`config.mk`:
```
export PLATFORM = sky130hd
export DESIGN_NAME = bcd_time_keeper
export DESIGN_NICKNAME = d
export VERILOG_FILES = /design/src/rtl/clock_pkg.sv /design/src/rtl/bcd2_counter.sv /design/src/rtl/bcd_time_keeper.sv
export SDC_FILE = /design/constraint.sdc
export NUM_CORES = 1
export LEC_CHECK = 0
export BUFFER_PORTS_ARGS = -buffer_cell sky130_fd_sc_hd__buf_2
export CAP_MARGIN = 40
export CORE_UTILIZATION = 32
export CTS_CLUSTER_DIAMETER = 40
export DETAILED_ROUTE_END_ITERATION = 8
export PLACE_DENSITY_LB_ADDON = 0.15
export SYNTH_ARGS = -nofsm -noshare
export SYNTH_HDL_FRONTEND = slang
export SYNTH_SLANG_ARGS = --single-unit
```
`constraint.sdc`:
```
create_clock -name clk -period 3.2 [get_ports clk]
set_input_delay 0.32 -clock clk [delete_from_list [all_inputs] [get_ports clk]]
set_output_delay 0.32 -clock clk [all_outputs]
set_load 0.01 [all_outputs]
```
`src/rtl/clock_pkg.sv`:
```
// Shared types and limits for the BCD time-of-day core.
package clock_pkg;

  typedef logic [3:0] bcd_t;

  typedef enum logic [1:0] {
    RUN      = 2'd0,
    SET_HOUR = 2'd1,
    SET_MIN  = 2'd2
  } mode_t;

  localparam logic [7:0] HOUR_MAX = 8'h23;
  localparam logic [7:0] MIN_MAX  = 8'h59;
  localparam logic [7:0] SEC_MAX  = 8'h59;

endpackage

```
`src/rtl/bcd2_counter.sv`:
```
// Two-digit BCD counter that wraps MAX -> 00; wrap flags the increment that rolls over.
module bcd2_counter
  import clock_pkg::*;
#(
  parameter logic [7:0] MAX = 8'h59
) (
  input  logic       clk,
  input  logic       rst,
  input  logic       inc,
  output bcd_t [1:0] value,
  output logic       wrap
);

  bcd_t [1:0] value_reg;

  always_ff @(posedge clk) begin
    if (rst) begin
      value_reg <= '0;
    end else if (inc) begin
      if (value_reg == MAX) begin
        value_reg <= '0;
      end else if (value_reg[0] == 4'd9) begin
        value_reg[0] <= 4'd0;
        value_reg[1] <= value_reg[1] + 4'd1;
      end else begin
        value_reg[0] <= value_reg[0] + 4'd1;
      end
    end
  end

  assign value = value_reg;
  assign wrap  = inc && (value_reg == MAX);

endmodule

```
`src/rtl/bcd_time_keeper.sv`:
```
// Time-of-day core: 1 Hz prescaler, BCD HH:MM:SS chain and a two-button set-mode FSM.
module bcd_time_keeper
  import clock_pkg::*;
#(
  parameter int TICKS_PER_SEC = 50_000_000,
  parameter int TICK_W        = 26
) (
  input  logic             clk,
  input  logic             rst,
  input  logic             btn_mode,
  input  logic             btn_inc,
  output bcd_t [3:0]       digits,
  output logic [3:0]       blank,
  output bcd_t [1:0]       seconds,
  output logic             sec_tick,
  output logic [1:0]       mode
);

  localparam logic [TICK_W-1:0] TICK_LAST  = TICK_W'(TICKS_PER_SEC - 1);
  localparam logic [TICK_W-1:0] BLINK_HALF = TICK_W'(TICKS_PER_SEC / 2);

  logic              btn_mode_q, btn_inc_q;
  logic              rise_mode, rise_inc;
  mode_t             mode_reg, mode_next;
  logic [TICK_W-1:0] presc_reg, blink_reg;
  logic              sec_tick_reg;
  logic              run, presc_wrap, leave_set_min;
  logic              sec_inc, min_inc, hour_inc;
  logic              sec_wrap, min_wrap, hour_wrap_unused;
  bcd_t [1:0]        sec_val, min_val, hour_val;

  always_ff @(posedge clk) begin
    if (rst) begin
      btn_mode_q <= 1'b0;
      btn_inc_q  <= 1'b0;
    end else begin
      btn_mode_q <= btn_mode;
      btn_inc_q  <= btn_inc;
    end
  end

  assign rise_mode = btn_mode & ~btn_mode_q;
  assign rise_inc  = btn_inc & ~btn_inc_q;

  always_ff @(posedge clk) begin
    if (rst) mode_reg <= RUN;
    else     mode_reg <= mode_next;
  end

  always_comb begin
    mode_next = mode_reg;
    if (rise_mode) begin
      case (mode_reg)
        RUN:      mode_next = SET_HOUR;
        SET_HOUR: mode_next = SET_MIN;
        default:  mode_next = RUN;
      endcase
    end
  end

  // Blank only in the second half of each blink period, so a digit is lit right after entry.
  always_comb begin
    blank = 4'b0000;
    if (blink_reg >= BLINK_HALF) begin
      case (mode_reg)
        SET_HOUR: blank = 4'b1100;
        SET_MIN:  blank = 4'b0011;
        default:  blank = 4'b0000;
      endcase
    end
  end

  assign run           = (mode_reg == RUN);
  assign presc_wrap    = run && (presc_reg == TICK_LAST);
  assign leave_set_min = (mode_reg == SET_MIN) && rise_mode;

  always_ff @(posedge clk) begin
    if (rst || leave_set_min) presc_reg <= '0;
    else if (run)             presc_reg <= presc_wrap ? '0 : presc_reg + 1'b1;
  end

  always_ff @(posedge clk) begin
    if (rst)                    blink_reg <= '0;
    else if (mode_next != mode_reg || run) blink_reg <= '0;
    else                        blink_reg <= (blink_reg == TICK_LAST) ? '0 : blink_reg + 1'b1;
  end

  always_ff @(posedge clk) begin
    if (rst) sec_tick_reg <= 1'b0;
    else     sec_tick_reg <= presc_wrap;
  end

  // A simultaneous mode press wins; set-mode increments never carry into the next field.
  assign sec_inc  = presc_wrap;
  assign min_inc  = (run && sec_wrap) || ((mode_reg == SET_MIN) && rise_inc && !rise_mode);
  assign hour_inc = (run && min_wrap) || ((mode_reg == SET_HOUR) && rise_inc && !rise_mode);

  bcd2_counter #(.MAX(SEC_MAX)) u_sec (
    .clk   (clk),
    .rst   (rst || leave_set_min),
    .inc   (sec_inc),
    .value (sec_val),
    .wrap  (sec_wrap)
  );

  bcd2_counter #(.MAX(MIN_MAX)) u_min (
    .clk   (clk),
    .rst   (rst),
    .inc   (min_inc),
    .value (min_val),
    .wrap  (min_wrap)
  );

  bcd2_counter #(.MAX(HOUR_MAX)) u_hour (
    .clk   (clk),
    .rst   (rst),
    .inc   (hour_inc),
    .value (hour_val),
    .wrap  (hour_wrap_unused)
  );

  assign digits   = {hour_val, min_val};
  assign seconds  = sec_val;
  assign sec_tick = sec_tick_reg;
  assign mode     = mode_reg;

endmodule

```
==> impl_results.md, run 1 <==
- Status: complete, no violations
- DRC violations left: 0
- Post-CTS Resized: 0
- Post-Syn Area: 4111 µm²
- Max-Cap Viols: 0
- Vias in the first global route: 3,114
- Reg2reg path depth: 6
- Static Leak: 1.712 nW
- PD cells: 469.2 nW/µm²
- Final Max Tran Viols: 0
- Startpoint Class: register
- Fin crit share: 73.58%
- RSZ-0062 raised after global routing: false
- Hpwl dp: 6350 µm
- CTS tree: yes
- Asr flop ratio synth: 0%
- Max_slew headroom: 53.11%
- Post-synthesis adder-cell area fraction: 4.565%
- Multiplexer area fraction after synthesis: 1.735%
- Sequential share of the synthesized area: 39.44%
- Setup ws final: 845.6 ps
- Die X: 115.4 µm
- Post-synthesis xor/xnor area fraction: 10.01%
- Largest family of logic cells by synthesized area: simple AND/OR/NAND/NOR gates
- CTS buffer count: 9
- Max clock buf depth: 2
- Worst reg2reg path startpoint: u_sec.value[0]$_SDFFE_PP0N_
- Post-synth EDFFs: 0
- Via density: 4.987
- P&R area growth vs syn: 15.61%
- End of the worst register-to-register path: u_hour.value[4]$_SDFFE_PP0P_
- Root Buffer: clkbuf_16
- Hold path endpoint: btn_mode_q$_SDFF_PP0_
- Syn_nets: 496
- Iteration-0 DRC Markers: 187
- Drt pass-1 iters: 4
- Fin crit period: 2354 ps
- Fmax: 424.7 MHz
- Largest net degree at the start of global routing: 31
- First-pass GRT wire length: 15,200 µm
- Internal power: 0.001735 W
- Post-synthesis compound-gate area fraction: 8.460%
- Layout cells sized above 1: 13.09%
- Worst-margin pin slew: 696.9 ps
- Die area: 13,310 µm²
- Clock group share of total power: 49.2%
- Net Sw Frac: 22.20%
- Drt wl/cell: 13.07 µm
- Post-placement setup slack: 933.9 ps
- Setup TNS: 0 ps
- Final Hold Viols: 0
- Clk slew on worst S/H paths: 60 ps
- Global route overflow: 0
- Most used DFF post-synth: dfxtp_1
- Simple-gate portion of the synthesized area: 31.92%
- DRT antenna net count: 0
- Peak VDD IR: 322.0 µV
- Min-delay src: btn_mode
- Post CTS Setup Buffer Count: 0
- DR vias: 3,411
- Htree depth: 3
- Clk sinks: 81
- Avg Cell Area, Syn: 8.619 µm²
- Sw Pwr: 0.0004951 W
- Ys Warns: 0
- Floorplan core area: 12,570 µm²
- Unique cell type count in the Yosys netlist: 61
- IO Count: 35
- ANT cells: 0
- CP arrival: 2030 ps
- Util after Layout: 37.82%
- Gr usage total: 14.75%
- RePlAce Congestion: 0.7479
- CTS Hold Buffers Added: 0
- Die height: 115.4 µm
- Combinational Power Share: 4.1%
- Crit end category: output pin
- Register bit total from synthesis: 81
- Final Skew: 7.278 ps
- Reg-to-reg setup timing slack: 900 ps
- Total wire length: 8940 µm
- Hold Crit Class: input pin to register
- Filler cells: 1,287
- Initial antenna violation count: 0
- Net count, final: 527
- Crit Path Category: register to output pin
- Port buffer count: 34
- Crit Path Max Fanout: 5
- Row cnt: 41
- CP required: 2880 ps
- Mapped Cells: 477
- Sequential Power Share: 46.7%
- Clk_lat worst skew: 350 ps
- Starting Density: 32.71%
- Endpoints failing setup: 0
- Hold depth: 2
==> cell type report <==
class | instances | area, µm² | share of cell area, %
repair buffers | 38 | 207.7 | 4.370
well taps | 172 | 215.2 | 4.527
inverters | 18 | 67.56 | 1.421
multi-input cells | 360 | 2331 | 49.04
clock inverters | 5 | 81.33 | 1.711
clock buffers | 10 | 229.0 | 4.817
flip-flops and latches | 81 | 1622 | 34.11
==> power groups by stage <==
stage                     clock (W)  combinational [W]  sequential, W
after global placement            0          0.0000884        0.00106
after floorplan                   0          0.0000625        0.00106
after CTS                   0.00113          0.0000926        0.00104
final                       0.00110          0.0000911        0.00104
after detailed placement          0          0.0000921        0.00106
after global routing        0.00117           0.000103        0.00104
==> placed cells by master (no fill, tap or decap), types with 2 or more instances in the layout <==
cell type	netlist	final
and2_1	3	3
and3_1	8	8
and4_1	5	5
nand2b_1	3	3
ha_1	15	15
o2111ai_1	2	2
xnor2_1	18	18
or4_1	8	8
clkbuf_16	0	9
and3b_1	4	4
bufinv_16	0	2
o41ai_1	2	2
xor2_1	29	29
inv_1	18	18
nand2_1	38	38
or4b_1	2	2
nand3_1	26	26
dfxtp_1	81	81
nor4b_1	2	2
nor4_1	10	10
mux2i_1	6	6
or3_1	7	7
nor2_1	70	70
nand3b_1	2	2
nand4_1	21	21
a21oi_1	17	17
nor3_1	15	15
buf_2	1	34
buf_4	2	3
nor4bb_1	2	2
o21ai_0	9	9
a21o_1	2	2
and4_2	2	2
nor2b_1	6	6
==> cells in the mapped netlist (4+ instances only) <==
cell type,n,area share [%]
and4_1,5,1.1
nor4_1,10,1.5
nor3_1,15,1.8
and3b_1,4,0.85
dfxtp_1,81,39
ha_1,15,4.6
xnor2_1,18,3.8
nor2_1,70,6.4
nand2_1,38,3.5
nand3_1,26,3.2
nand4_1,21,3.2
clkbuf_1,12,1.1
mux2i_1,6,1.5
nor2b_1,6,0.91
or4_1,8,1.5
a21oi_1,17,2.1
and3_1,8,1.2
xor2_1,29,6.2
or3_1,7,1.1
o21ai_0,9,1.1
inv_1,18,1.6
==> worst max-delay path: stages (launching register included) <==
cell,delay [ps]
dfxtp_1,340
or4_1,560
o2111ai_1,200
nand2_1,80
a31oi_1,230
nor2_1,110
buf_2,150
==> how the worst max path moves through the flow <==
| stage | start | end | slack, ps | cells after the start |
|---|---|---|---|---|
| 2_1_floorplan | u_sec.value[0]$_SDFFE_PP0N_ | u_hour.value[5]$_SDFFE_PP0P_ | 1090 | 7 |
| 3_3_place_gp | u_sec.value[0]$_SDFFE_PP0N_ | u_hour.value[5]$_SDFFE_PP0P_ | 990 | 6 |
| 3_5_place_dp | u_sec.value[0]$_SDFFE_PP0N_ | u_hour.value[4]$_SDFFE_PP0P_ | 930 | 6 |
| 4_1_cts | blink_reg[10]$_SDFF_PP0_ | blank[1] | 820 | 6 |
| 5_1_grt | blink_reg[10]$_SDFF_PP0_ | blank[2] | 670 | 6 |
| 6_report | blink_reg[10]$_SDFF_PP0_ | blank[2] | 850 | 6 |
==> metrics by stage <==
step	total power [W]	instances	hold slack (ps)	instance area (µm²)
after floorplan	0.001124	477	440.7	4111
after CTS	0.002263	684	189.2	4753
after detailed placement	0.001155	669	468.6	4443
after global routing	0.002314	684	217.6	4753
after global placement	0.001150	668	454.2	4428
final	0.002230	684	191.1	4753
==> cells by family after synthesis <==
logic type | Yosys count
adders and majority gates | 15
buffers and inverters | 36
AOI/OAI and AO/OA | 48
xor gates and xnor gates | 47
muxes | 7
DFF | 81
and+or+nand+nor | 243
==> routing by layer <==
metal / wire length [µm] / track usage (%) / share of wire (%)
met5: 0 / 0 / 0
met4: 142 / 5.887 / 1.6
met3: 296 / 4.533 / 3.3
met2: 3956 / 22.40 / 44
met1: 4544 / 19.41 / 51
(Power assumes the default switching activity.)
==> run 2: changes to the inputs <==
ABC_AREA = 1   (was not set)
clock period = 2.4 ns   (was 3.2 ns; I/O delays follow)
==> impl_results.md, run 2 <==
- CTS buffer count: 9
- P&R area growth vs syn: 15.75%
- Clock group share of total power: 49.3%
- Post-synth EDFFs: 0
- Post-Syn Area: 4354 µm²
- Critical-path top delay cell: dfxtp_1
- Max-Cap Viols: 0
- Placed Cells: 828
- Sequential Power Share: 46.7%
- Endpoints failing setup: 0
- Crit-path cells: ha_1 -> inv_2 -> nor2_1 -> nand2_1 -> nor2_4 -> nand2_1 -> or2_1 -> nand2_1 -> a22oi_1
- Setup TNS: 0 ps
- Most numerous cell in the Yosys netlist: nand2_1
- Clk_lat worst skew: 340 ps
- Static Leak: 2.017 nW
- CP required: 2620 ps
- Mapped Cells: 622
- Via density: 4.712
- Net Sw Frac: 22.42%
- Final Skew: 6.713 ps
- Status: complete, no violations
- Register bit total from synthesis: 81
- Internal power: 0.002283 W
- Drt wl/cell: 11.89 µm
- CP arrival: 2140 ps
- Slowest stage delay, CP: 370 ps
- First-pass GRT wire length: 16,910 µm
- CTS tree: yes
- Global route overflow: 0
- End of the worst register-to-register path: u_sec.value[5]$_SDFFE_PP0P_
- PD cells: 584.0 nW/µm²
- Die height: 118.7 µm
- Crit Path Category: register to register
- Vias in the first global route: 3,755
- CTS Hold Buffers Added: 0
- Final Max Tran Viols: 0
- DR vias: 3,977
- Asr flop ratio synth: 0%
- Gr usage total: 14.93%
- Root Buffer: clkbuf_16
- Worst reg2reg path startpoint: presc_reg[0]$_SDFFE_PP0P_
- Crit Path Max Fanout: 6
- Most frequent cells in the layout: nand2_1 (124), nor2_1 (92), inv_1 (84)
- Combinational Power Share: 4.0%
- Post-CTS Resized: 0
- Sw Pwr: 0.0006598 W
- Leading area contributor after synthesis: dfxtp_1
- Synth cell count leaders: nand2_1 (124), nor2_1 (92), inv_1 (84)
- Max clock buf depth: 2
- RePlAce Congestion: 0.7952
- Die area: 14,080 µm²
- Min Hold Slack: 114.2 ps
- Row cnt: 42
- Final Hold Viols: 0
- Hold depth: 3
- Drt pass-1 iters: 4
- Fin crit share: 79.94%
- DRT antenna net count: 0
- Crit path top cell by count: nand2_1
- Clk slew on worst S/H paths: 60 ps
- Area contributors post-synth: dfxtp_1 (37%), nand2_1 (11%), nor2_1 (7.9%)
- Syn_nets: 641
- Largest net degree at the start of global routing: 27
- Ys Warns: 0
- Floorplan core area: 13,240 µm²
- Max_slew headroom: 58.70%
- Hold Crit Class: input pin to register
- Hold path endpoint: btn_inc_q$_SDFF_PP0_
- Peak VDD IR: 346.4 µV
- Post CTS Setup Buffer Count: 0
- Post-synth top area share: 37.24%
- ANT cells: 0
- Most used DFF post-synth: dfxtp_1
- Commonest non-fill, non-tap cell in the layout: nand2_1
- Starting Density: 32.88%
- Htree depth: 3
- Die X: 118.7 µm
- Fmax: 521.3 MHz
- Layout cells sized above 1: 13.62%
- IO Count: 35
- Net count, final: 682
- Min-delay src: btn_inc
- Avg Cell Area, Syn: 7.000 µm²
- Hpwl dp: 7642 µm
- Crit end category: register
- Unique cell type count in the Yosys netlist: 45
- Reg-to-reg setup timing slack: 480 ps
- Port buffer count: 34
- Non-Filler Instances: 844
- Sequential share of the synthesized area: 37.24%
- Startpoint Class: register
- Worst-margin pin slew: 613.8 ps
- Reg2reg path depth: 9
- DRC violations left: 0
- Fin crit period: 1918 ps
- Total wire length: 10,040 µm
- RSZ-0062 raised after global routing: false
- Iteration-0 DRC Markers: 265
- Clk sinks: 81
- Initial antenna violation count: 0
-- run 2: cell types whose count changed after synthesis, sizes merged, moves of 9 or more --
cell    before  now
a21oi       17   34
xnor2       18    2
inv         18   93
nor3        15   25
or4          9    0
o21ai        9   18
nand3       26   36
nand2       38  132
clkbuf      12    1
nor2        70  103
xor2        29   13
-- run 2: how the worst max path moves through the flow --
stage	slack, ps	startpoint	endpoint	cells past startpoint
3_5_place_dp	470	presc_reg[0]$_SDFFE_PP0P_	u_sec.value[5]$_SDFFE_PP0P_	9
3_3_place_gp	520	presc_reg[0]$_SDFFE_PP0P_	u_sec.value[5]$_SDFFE_PP0P_	9
5_1_grt	330	presc_reg[0]$_SDFFE_PP0P_	u_sec.value[5]$_SDFFE_PP0P_	9
4_1_cts	460	presc_reg[0]$_SDFFE_PP0P_	u_sec.value[5]$_SDFFE_PP0P_	9
6_report	480	presc_reg[0]$_SDFFE_PP0P_	u_sec.value[5]$_SDFFE_PP0P_	9
2_1_floorplan	760	blink_reg[0]$_SDFF_PP0_	blink_reg[24]$_SDFF_PP0_	10
-- run 2: power by group through the flow --
stage	Combinational, W	Sequential (W)	Clock, W
after floorplan	0.0000807	0.00140	0
after global placement	0.000118	0.00140	0
after detailed placement	0.000120	0.00140	0
after CTS	0.000120	0.00137	0.00150
after global routing	0.000134	0.00137	0.00155
final	0.000118	0.00137	0.00145
-- run 2: final cells by class --
| cell class | count | area (µm²) |
|---|---|---|
| Sequential cell | 81 | 1622 |
| Multi-Input combinational cell | 440 | 2336 |
| Timing Repair Buffer | 37 | 192.7 |
| Clock buffer | 12 | 266.5 |
| Inverter | 94 | 352.8 |
| Fill cell | 1422 | 8203 |
| Clock inverter | 4 | 50.05 |
| Tap cell | 176 | 220.2 |
-- run 2: cell families after synthesis --
family / share of synthesized area (%)
simple gates: 37.59
xor+xnor: 3.017
compound gates: 8.736
flops: 37.24
fa+ha+maj: 4.310
buf+inv: 9.109
-- run 2: worst max-delay path, delay by kind of cell (launching register included) --
kind | cells | cell delay (ps)
flops | 1 | 370
compound gates | 1 | 100
fa+ha+maj | 1 | 180
buf+inv | 1 | 40
simple gates | 6 | 1100
-- run 2: routing by layer --
metal / wire (µm) / part of all wire, % / vias to the layer above / global-route usage (%)
li1: - / - / 2088 / -
met1: 4812 / 48 / 1829 / 18.37
met2: 4743 / 47 / 47 / 25.07
met3: 335 / 3.3 / 13 / 3.427
met4: 148 / 1.5 / 0 / 5.934
met5: 0 / 0 / - / 0
-- run 2: stage by stage --
step           util (%)  power [W]  instance area [µm²]  setup slack, ps
2_1_floorplan         -   0.001484                 4354            759.0
3_3_place_gp      35.67   0.001520                 4723            515.2
3_5_place_dp      35.67   0.001523                 4723            469.1
4_1_cts           38.06   0.002993                 5040            462.4
5_1_grt           38.06   0.003056                 5040            328.5
6_report          38.06   0.002943                 5040            481.5
